==> config.mk <==
export PLATFORM = sky130hd
export DESIGN_NAME = snake_body_flat
export DESIGN_NICKNAME = d
export VERILOG_FILES = /design/src/rtl/snake_pkg.sv /design/src/rtl/snake_if.sv /design/src/rtl/seg_hit.sv /design/src/rtl/snake_body.sv /design/src/flat_wrapper.sv
export SDC_FILE = /design/constraint.sdc
export NUM_CORES = 2
export LEC_CHECK = 0
export ABC_CLOCK_PERIOD_IN_PS = 6250
export CAP_MARGIN = 20
export CORE_MARGIN = 2
export CORE_UTILIZATION = 50
export CTS_CLUSTER_SIZE = 8
export DETAILED_ROUTE_END_ITERATION = 7
export PLACE_DENSITY = 0.69
export SLEW_MARGIN = 20
export SYNTH_ARGS = -nofsm -noshare
export SYNTH_HDL_FRONTEND = slang
export SYNTH_SLANG_ARGS = --single-unit
export TNS_END_PERCENT = 1
==> constraint.sdc <==
create_clock -name vga_clk -period 6.25 [get_ports vga_clk]
set_clock_uncertainty 0.15 [all_clocks]
set_input_delay 1.25 -clock vga_clk [delete_from_list [all_inputs] [get_ports vga_clk]]
set_output_delay 1.25 -clock vga_clk [all_outputs]
set_load 0.02 [all_outputs]
==> src/rtl/snake_pkg.sv <==
// Shared types and constants for the snake game body logic.
// Directions, game states, grid geometry and the cell-to-pixel helper.
package snake_pkg;

   typedef enum logic [1:0] {UP, DOWN, LEFT, RIGHT} dir_t;
   typedef enum logic [1:0] {IDLE, RUN, DEAD} state_t;

   typedef struct packed {
      logic [6:0] x;
      logic [5:0] y;
   } seg_t;

   localparam int GRID_W  = 80;
   localparam int GRID_H  = 60;
   localparam int CELL_PX = 10;
   localparam int SCR_W   = GRID_W * CELL_PX;
   localparam int SCR_H   = GRID_H * CELL_PX;
   localparam int START_X = 40;
   localparam int START_Y = 30;

   // Cell index to pixel origin for 10-pixel cells: c*8 + c*2, no multiplier.
   function automatic logic [10:0] cell_origin(input logic [6:0] c);
      logic [10:0] w;
      w = {4'b0, c};
      return (w << 3) + (w << 1);
   endfunction

   function automatic dir_t opposite(input dir_t d);
      unique case (d)
         UP:      return DOWN;
         DOWN:    return UP;
         LEFT:    return RIGHT;
         default: return LEFT;
      endcase
   endfunction

endpackage

==> src/rtl/snake_if.sv <==
// Bundle between the game controller/VGA side and the snake body:
// key pulses, scan position and food in; draw/status results out.
interface snake_if;

   logic        key_up;
   logic        key_down;
   logic        key_left;
   logic        key_right;
   logic        key_start;
   logic [10:0] pixel_xpos;
   logic [10:0] pixel_ypos;
   logic [9:0]  box_x;
   logic [9:0]  box_y;
   logic        snack_r;
   logic        fin;
   logic        eat;
   logic [4:0]  snake_len;
   logic [6:0]  head_x;
   logic [5:0]  head_y;

   modport master (
      output key_up, key_down, key_left, key_right, key_start,
      output pixel_xpos, pixel_ypos, box_x, box_y,
      input  snack_r, fin, eat, snake_len, head_x, head_y
   );

   modport slave (
      input  key_up, key_down, key_left, key_right, key_start,
      input  pixel_xpos, pixel_ypos, box_x, box_y,
      output snack_r, fin, eat, snake_len, head_x, head_y
   );

endinterface

==> src/rtl/seg_hit.sv <==
// Combinational test of whether the scan pixel falls inside one live segment cell.
module seg_hit
   import snake_pkg::*;
#(
   parameter int CELL = 10
) (
   input  logic [6:0]  seg_x,
   input  logic [5:0]  seg_y,
   input  logic        live,
   input  logic [10:0] pixel_xpos,
   input  logic [10:0] pixel_ypos,
   output logic        hit
);

   logic [10:0] org_x;
   logic [10:0] org_y;

   assign org_x = cell_origin(seg_x);
   assign org_y = cell_origin({1'b0, seg_y});

   assign hit = live
              && (pixel_xpos >= org_x) && (pixel_xpos < org_x + 11'(CELL))
              && (pixel_ypos >= org_y) && (pixel_ypos < org_y + 11'(CELL));

endmodule

==> src/rtl/snake_body.sv <==
// Snake body: move timing, steering, growth, collisions and per-pixel body
// rendering on the 80x60 cell grid.
module snake_body
   import snake_pkg::*;
#(
   parameter int MOVE_DIV = 4_000_000,
   parameter int MAX_LEN  = 16,
   parameter int INIT_LEN = 3,
   parameter int CELL     = 10
) (
   input logic   vga_clk,
   input logic   sys_rst_n,
   snake_if.slave bus
);

   localparam int              CNT_W    = (MOVE_DIV > 1) ? $clog2(MOVE_DIV) : 1;
   localparam logic [CNT_W-1:0] CNT_LAST = CNT_W'(MOVE_DIV - 1);
   localparam logic [4:0]      LEN_INIT = 5'(INIT_LEN);
   localparam logic [4:0]      LEN_MAX  = 5'(MAX_LEN);

   state_t             state, state_nxt;
   logic [CNT_W-1:0]   move_cnt;
   dir_t               cur_dir, pend_dir, key_dir;
   seg_t               seg [MAX_LEN];
   seg_t               nh;
   logic [4:0]         len;
   logic               eat_r, snack_q;
   logic               any_key, accept_key, restart, tick;
   logic               wall_hit, self_hit, food_hit, collide;
   logic [MAX_LEN-1:0] hits;

   function automatic seg_t init_seg(input int i);
      seg_t s;
      s = '0;
      if (i < INIT_LEN) begin
         s.x = 7'(START_X - i);
         s.y = 6'(START_Y);
      end
      return s;
   endfunction

   assign any_key    = bus.key_up | bus.key_down | bus.key_left | bus.key_right;
   assign key_dir    = bus.key_up ? UP : bus.key_down ? DOWN : bus.key_left ? LEFT : RIGHT;
   assign accept_key = any_key && (state != DEAD) && (key_dir != opposite(cur_dir));
   assign restart    = (state == DEAD) && bus.key_start;
   assign tick       = (state == RUN) && (move_cnt == CNT_LAST);

   // NOTE: combinational blocks assign every output a default first so no path leaves a latch.
   always_comb begin
      nh       = seg[0];
      wall_hit = 1'b0;
      unique case (pend_dir)
         UP:    if (seg[0].y == '0)               wall_hit = 1'b1; else nh.y = seg[0].y - 6'd1;
         DOWN:  if (seg[0].y == 6'(GRID_H - 1))   wall_hit = 1'b1; else nh.y = seg[0].y + 6'd1;
         LEFT:  if (seg[0].x == '0)               wall_hit = 1'b1; else nh.x = seg[0].x - 7'd1;
         RIGHT: if (seg[0].x == 7'(GRID_W - 1))   wall_hit = 1'b1; else nh.x = seg[0].x + 7'd1;
      endcase
   end

   // The tail (index len-1) vacates its cell on this move, so it cannot be hit.
   always_comb begin
      self_hit = 1'b0;
      for (int i = 1; i < MAX_LEN; i++) begin
         if ((i + 2 <= int'(len)) && (seg[i] == nh)) self_hit = 1'b1;
      end
   end

   assign collide  = wall_hit | self_hit;
   assign food_hit = (cell_origin(nh.x) == {1'b0, bus.box_x})
                  && (cell_origin({1'b0, nh.y}) == {1'b0, bus.box_y});

   always_comb begin
      state_nxt = state;
      unique case (state)
         IDLE:    if (bus.key_start || any_key) state_nxt = RUN;
         RUN:     if (tick && collide)          state_nxt = DEAD;
         DEAD:    if (bus.key_start)            state_nxt = IDLE;
         default:                               state_nxt = IDLE;
      endcase
   end

   // NOTE: sequential state uses non-blocking assignments so every register samples pre-edge values.
   always_ff @(posedge vga_clk or negedge sys_rst_n) begin
      if (!sys_rst_n) state <= IDLE;
      else            state <= state_nxt;
   end

   // NOTE: the segment array is reset explicitly because the initial snake is game-visible state.
   always_ff @(posedge vga_clk or negedge sys_rst_n) begin
      if (!sys_rst_n) begin
         move_cnt <= '0;
         cur_dir  <= RIGHT;
         pend_dir <= RIGHT;
         len      <= LEN_INIT;
         eat_r    <= 1'b0;
         for (int i = 0; i < MAX_LEN; i++) seg[i] <= init_seg(i);
      end else begin
         eat_r <= tick && !collide && food_hit;

         if (state != RUN || tick) move_cnt <= '0;
         else                      move_cnt <= move_cnt + 1'b1;

         if (restart)         pend_dir <= RIGHT;
         else if (accept_key) pend_dir <= key_dir;

         if (restart)   cur_dir <= RIGHT;
         else if (tick) cur_dir <= pend_dir;

         if (restart) begin
            len <= LEN_INIT;
            for (int i = 0; i < MAX_LEN; i++) seg[i] <= init_seg(i);
         end else if (tick && !collide) begin
            if (food_hit && len < LEN_MAX) len <= len + 5'd1;
            seg[0] <= nh;
            for (int i = 1; i < MAX_LEN; i++) seg[i] <= seg[i-1];
         end
      end
   end

   for (genvar g = 0; g < MAX_LEN; g++) begin : g_hit
      seg_hit #(.CELL(CELL)) u_seg_hit (
         .seg_x      (seg[g].x),
         .seg_y      (seg[g].y),
         .live       (5'(g) < len),
         .pixel_xpos (bus.pixel_xpos),
         .pixel_ypos (bus.pixel_ypos),
         .hit        (hits[g])
      );
   end

   always_ff @(posedge vga_clk or negedge sys_rst_n) begin
      if (!sys_rst_n) snack_q <= 1'b0;
      else            snack_q <= (|hits) && (bus.pixel_xpos < 11'(SCR_W))
                                         && (bus.pixel_ypos < 11'(SCR_H));
   end

   assign bus.snack_r   = snack_q;
   assign bus.fin       = (state == DEAD);
   assign bus.eat       = eat_r;
   assign bus.snake_len = len;
   assign bus.head_x    = seg[0].x;
   assign bus.head_y    = seg[0].y;

endmodule

==> src/flat_wrapper.sv <==
// flat-port wrapper written by rule: the top's interface ports become plain ports
module snake_body_flat import snake_pkg::*;
#(
   parameter int MOVE_DIV = 4_000_000,
   parameter int MAX_LEN  = 16,
   parameter int INIT_LEN = 3,
   parameter int CELL     = 10
)
  (vga_clk, sys_rst_n, bus_key_up, bus_key_down, bus_key_left, bus_key_right, bus_key_start, bus_pixel_xpos, bus_pixel_ypos, bus_box_x, bus_box_y, bus_snack_r, bus_fin, bus_eat, bus_snake_len, bus_head_x, bus_head_y);
  snake_if bus_i ();
  input logic vga_clk;
  input logic sys_rst_n;
  input wire logic [$bits(bus_i.key_up)-1:0] bus_key_up;
  input wire logic [$bits(bus_i.key_down)-1:0] bus_key_down;
  input wire logic [$bits(bus_i.key_left)-1:0] bus_key_left;
  input wire logic [$bits(bus_i.key_right)-1:0] bus_key_right;
  input wire logic [$bits(bus_i.key_start)-1:0] bus_key_start;
  input wire logic [$bits(bus_i.pixel_xpos)-1:0] bus_pixel_xpos;
  input wire logic [$bits(bus_i.pixel_ypos)-1:0] bus_pixel_ypos;
  input wire logic [$bits(bus_i.box_x)-1:0] bus_box_x;
  input wire logic [$bits(bus_i.box_y)-1:0] bus_box_y;
  output wire logic [$bits(bus_i.snack_r)-1:0] bus_snack_r;
  output wire logic [$bits(bus_i.fin)-1:0] bus_fin;
  output wire logic [$bits(bus_i.eat)-1:0] bus_eat;
  output wire logic [$bits(bus_i.snake_len)-1:0] bus_snake_len;
  output wire logic [$bits(bus_i.head_x)-1:0] bus_head_x;
  output wire logic [$bits(bus_i.head_y)-1:0] bus_head_y;
  assign bus_i.key_up = bus_key_up;
  assign bus_i.key_down = bus_key_down;
  assign bus_i.key_left = bus_key_left;
  assign bus_i.key_right = bus_key_right;
  assign bus_i.key_start = bus_key_start;
  assign bus_i.pixel_xpos = bus_pixel_xpos;
  assign bus_i.pixel_ypos = bus_pixel_ypos;
  assign bus_i.box_x = bus_box_x;
  assign bus_i.box_y = bus_box_y;
  assign bus_snack_r = bus_i.snack_r;
  assign bus_fin = bus_i.fin;
  assign bus_eat = bus_i.eat;
  assign bus_snake_len = bus_i.snake_len;
  assign bus_head_x = bus_i.head_x;
  assign bus_head_y = bus_i.head_y;
  snake_body #(.MOVE_DIV(MOVE_DIV), .MAX_LEN(MAX_LEN), .INIT_LEN(INIT_LEN), .CELL(CELL)) u_core (.vga_clk(vga_clk), .sys_rst_n(sys_rst_n), .bus(bus_i));
endmodule
==> metrics.cfg <==
[yosys]
muxShareOfSynthArea_pct=0.171
synthAdderAreaFrac_pct=29.9
synth_top_area_cell=ha_1
synth_compound_area_share_pct=18.3
synth_cell_type_count=85
ys.flop_type=dfrtp_1
syn-cell-area_um2=36500
synth_edf_count=0
synth-simple-area-share_pct=16.7
ys_ff_latch=243
synth_top_area_share_pct=28.0
yosysSeqAreaShare_pct=16.7
synth_warnings=0
synth_top_family_by_area=adder cells
syn_inst=4358
synthTopCellsByArea=ha_1 (28%), dfrtp_1 (15%), xnor2_1 (9.0%), nand3_1 (5.1%), xor2_1 (4.1%)
async_flop_share_pct=100
synth.avg_cell_area_um2=8.38
synth-xor-area-share_pct=13.3

[grt]
grt-ovfl-total=0
antenna_found_initial=4
grt_max_degree=98
grt_pass1_vias=31976
grt_pass1_wl_mm=197
grt.total_usage_pct=34.3

[setup_path]
cp-end-kind=register
crit_type=reg2reg
slowest_delay_ps=720
cp.required_ps=6590
path_max_fanout=17
cp.arrival_ps=6240
cp_cell_sequence=buf_4 > nand2_1 > o22ai_1 > buf_4 > a22o_1 > nand2_1 > inv_2 > fa_1 > xnor2_1 > nor4_1 > nand4_1 > nor4_1 > nand4_1 > nor4_1 > nand2_1 > or4b_1 > or3_1 > a21oi_1
cp-start-kind=register
crit_path_top_delay_cell=dfstp_2

[cells_and_area]
drive_gt1_share_pct=5.62
layout_commonest_cell=ha_1
areaGrowthSynthToFinish_pct=8.66
final-seq-area_um2=6110
nets=5338
nFillCells=6900
multi_input_area_um2=28800
final_cell_mix=ha_1 (817), xnor2_1 (374), nand3_1 (370)

[route]
ant_nets=0
drt_iter0_drc=3398
drt-total-wl_mm=129
drt-pass1-iter-count=6
vias_per_cell=6.19
vias=33597
wire_per_inst_um=23.8
drc_errors=0

[sta]
hold_viol_final=0
fin_tns_setup_ps=0
final_max_slew_viol_count=0
rsz0062_at_grt=no
fmax_mhz=169
min_period_ps=5900
worst_slew_pin_slew_ps=1220
layout_setup_ws_ps=350
slew-limit-headroom_pct=16.9
setup_viol_count_final=0
fin_crit_sh_pct=94.4

[clocking]
ctsResizeCount=0
worstSkewPairLatency_ps=590
clkTransAtPathRegs_ps=60
htreeDepth=2
cts_sinks=243
clock_path_buffers=3
cts_buffers=37
cts-root-buf=clkbuf_16
cts_tree=yes

[floorplan]
core_area_um2=72600
die_w_um=274
die_area_um2=75200
ioPinCount=70
initial_utilization_pct=50.3
die_h_um=274
row_count=99

[hold_path]
hp-class=reg2reg

[flow_run]
cap_violations=0

[power]
ir_drop_v=0.000227
p_per_area_nw_per_um2=149
leakage_nw=18.7

[placed_design]
gp_congestion=1.04
pre_cts_ws_ps=559
hpwlAfterDp_mm=99.9
io_buffers=69

[outcome]
outcome=completed

-- critical path, delay by kind of cell (launching register included) --
kind            cells  cell delay (ps)
buf+inv             3              910
compound gates      3              620
fa+ha+maj           1              480
flops               1              720
simple gates       10             2740
xor+xnor            1              150
-- cells in the mapped netlist, types with 6 or more instances --
| cell type | instances |
|---|---|
| o2111ai_1 | 26 |
| nand3b_1 | 18 |
| nand2_1 | 267 |
| xnor2_1 | 374 |
| a21oi_1 | 293 |
| a2111oi_0 | 34 |
| a211oi_1 | 41 |
| nand2b_1 | 42 |
| buf_4 | 27 |
| or2_2 | 36 |
| dfstp_2 | 27 |
| nor2_1 | 131 |
| or3_1 | 60 |
| and3_1 | 10 |
| o21ai_1 | 97 |
| a211o_1 | 14 |
| a21o_1 | 128 |
| ha_1 | 817 |
| o22ai_1 | 6 |
| clkbuf_1 | 70 |
| inv_1 | 277 |
| o21a_1 | 28 |
| nand4_1 | 24 |
| buf_2 | 39 |
| fa_1 | 34 |
| nor4_1 | 41 |
| o211ai_1 | 23 |
| o31ai_1 | 7 |
| o41a_1 | 15 |
| or4_1 | 7 |
| o21ai_0 | 262 |
| nand3_1 | 370 |
| o221ai_1 | 6 |
| a31oi_1 | 34 |
| dfrtp_1 | 216 |
| nor2b_1 | 84 |
| nor3_1 | 81 |
| o21bai_1 | 17 |
| a22oi_1 | 6 |
| xor2_1 | 170 |
| and2_1 | 6 |
-- worst paths after layout --
| kind | from | to | slack (ps) | cells after the start |
|---|---|---|---|---|
| min reg2reg | u_core.state[1] | u_core.state[0] | 310 | 1 |
| min | u_core.state[1] | u_core.state[0] | 310 | 1 |
| max | u_core.pend_dir[1] | u_core.bus.snake_len[3] | 350 | 18 |
| max reg2reg | u_core.pend_dir[1] | u_core.bus.snake_len[3] | 350 | 18 |
| max in group asynchronous | sys_rst_n | u_core.seg[82] | 4130 | 2 |
| min in group asynchronous | sys_rst_n | u_core.seg[59] | 570 | 1 |
-- power by group --
group          switching [mW]  internal [mW]
Sequential             0.0820           1.62
Combinational            1.37          0.883
Clock                   0.836           1.14
Total                    2.29           3.64
-- routing by layer --
layer / part of all wire [%] / GRT usage [%] / up-vias / routed length, um
met2: 42 / 51.9 / 1468 / 54300
met1: 43 / 46.9 / 15912 / 55500
met5: 0.010 / 0 / - / 13
met3: 10 / 7.79 / 266 / 12800
met4: 4.8 / 14.4 / 2 / 6150
li1: - / - / 15949 / -
-- kinds of logic after synthesis --
group,after synthesis
other,1
AND/OR/NAND/NOR,1207
flip-flops,243
multiplexers,5
XOR/XNOR,549
AO/OA/AOI/OAI,1080
adder cells (fa/ha/maj),851
buffers and inverters,422
-- registers in the layout (all words and copies together), names as in the netlist --
register,flops
u_core.seg,195
u_core.move_cnt,22
u_core.bus.head_x,7
u_core.bus.head_y,6
u_core.bus.snake_len,5
u_core.cur_dir,2
u_core.pend_dir,2
u_core.state,2
u_core.bus.eat,1
u_core.bus.snack_r,1
-- layout make-up --
class	count	share of cell area, %
antenna	2	0.0126
clock buffer	61	2.64
clock inverter	3	0.104
inverter	279	2.64
multi-input combinational	3708	72.5
sequential	243	15.4
tap	959	3.02
timing repair buffer	169	3.64
-- per-stage QoR --
step           util (%)  hold slack, ps  power [mW]  area (um^2)  cells
2_1_floorplan         -             277        3.16        36600   4373
3_3_place_gp       53.1             292        3.87        38600   5356
6_report           54.7             309        5.93        39700   5424
5_1_grt            54.7             353        6.25        39700   5422
4_1_cts            54.6             301        5.89        39600   5420
3_5_place_dp       53.1             295        3.92        38600   5356
-- repair_timing --
item                                    4_1_cts  5_1_grt
endpoints found under the setup margin        0        1
buffers inserted                              0        2
hold buffers                                  0        0
Power figures use the tool's default switching activity.
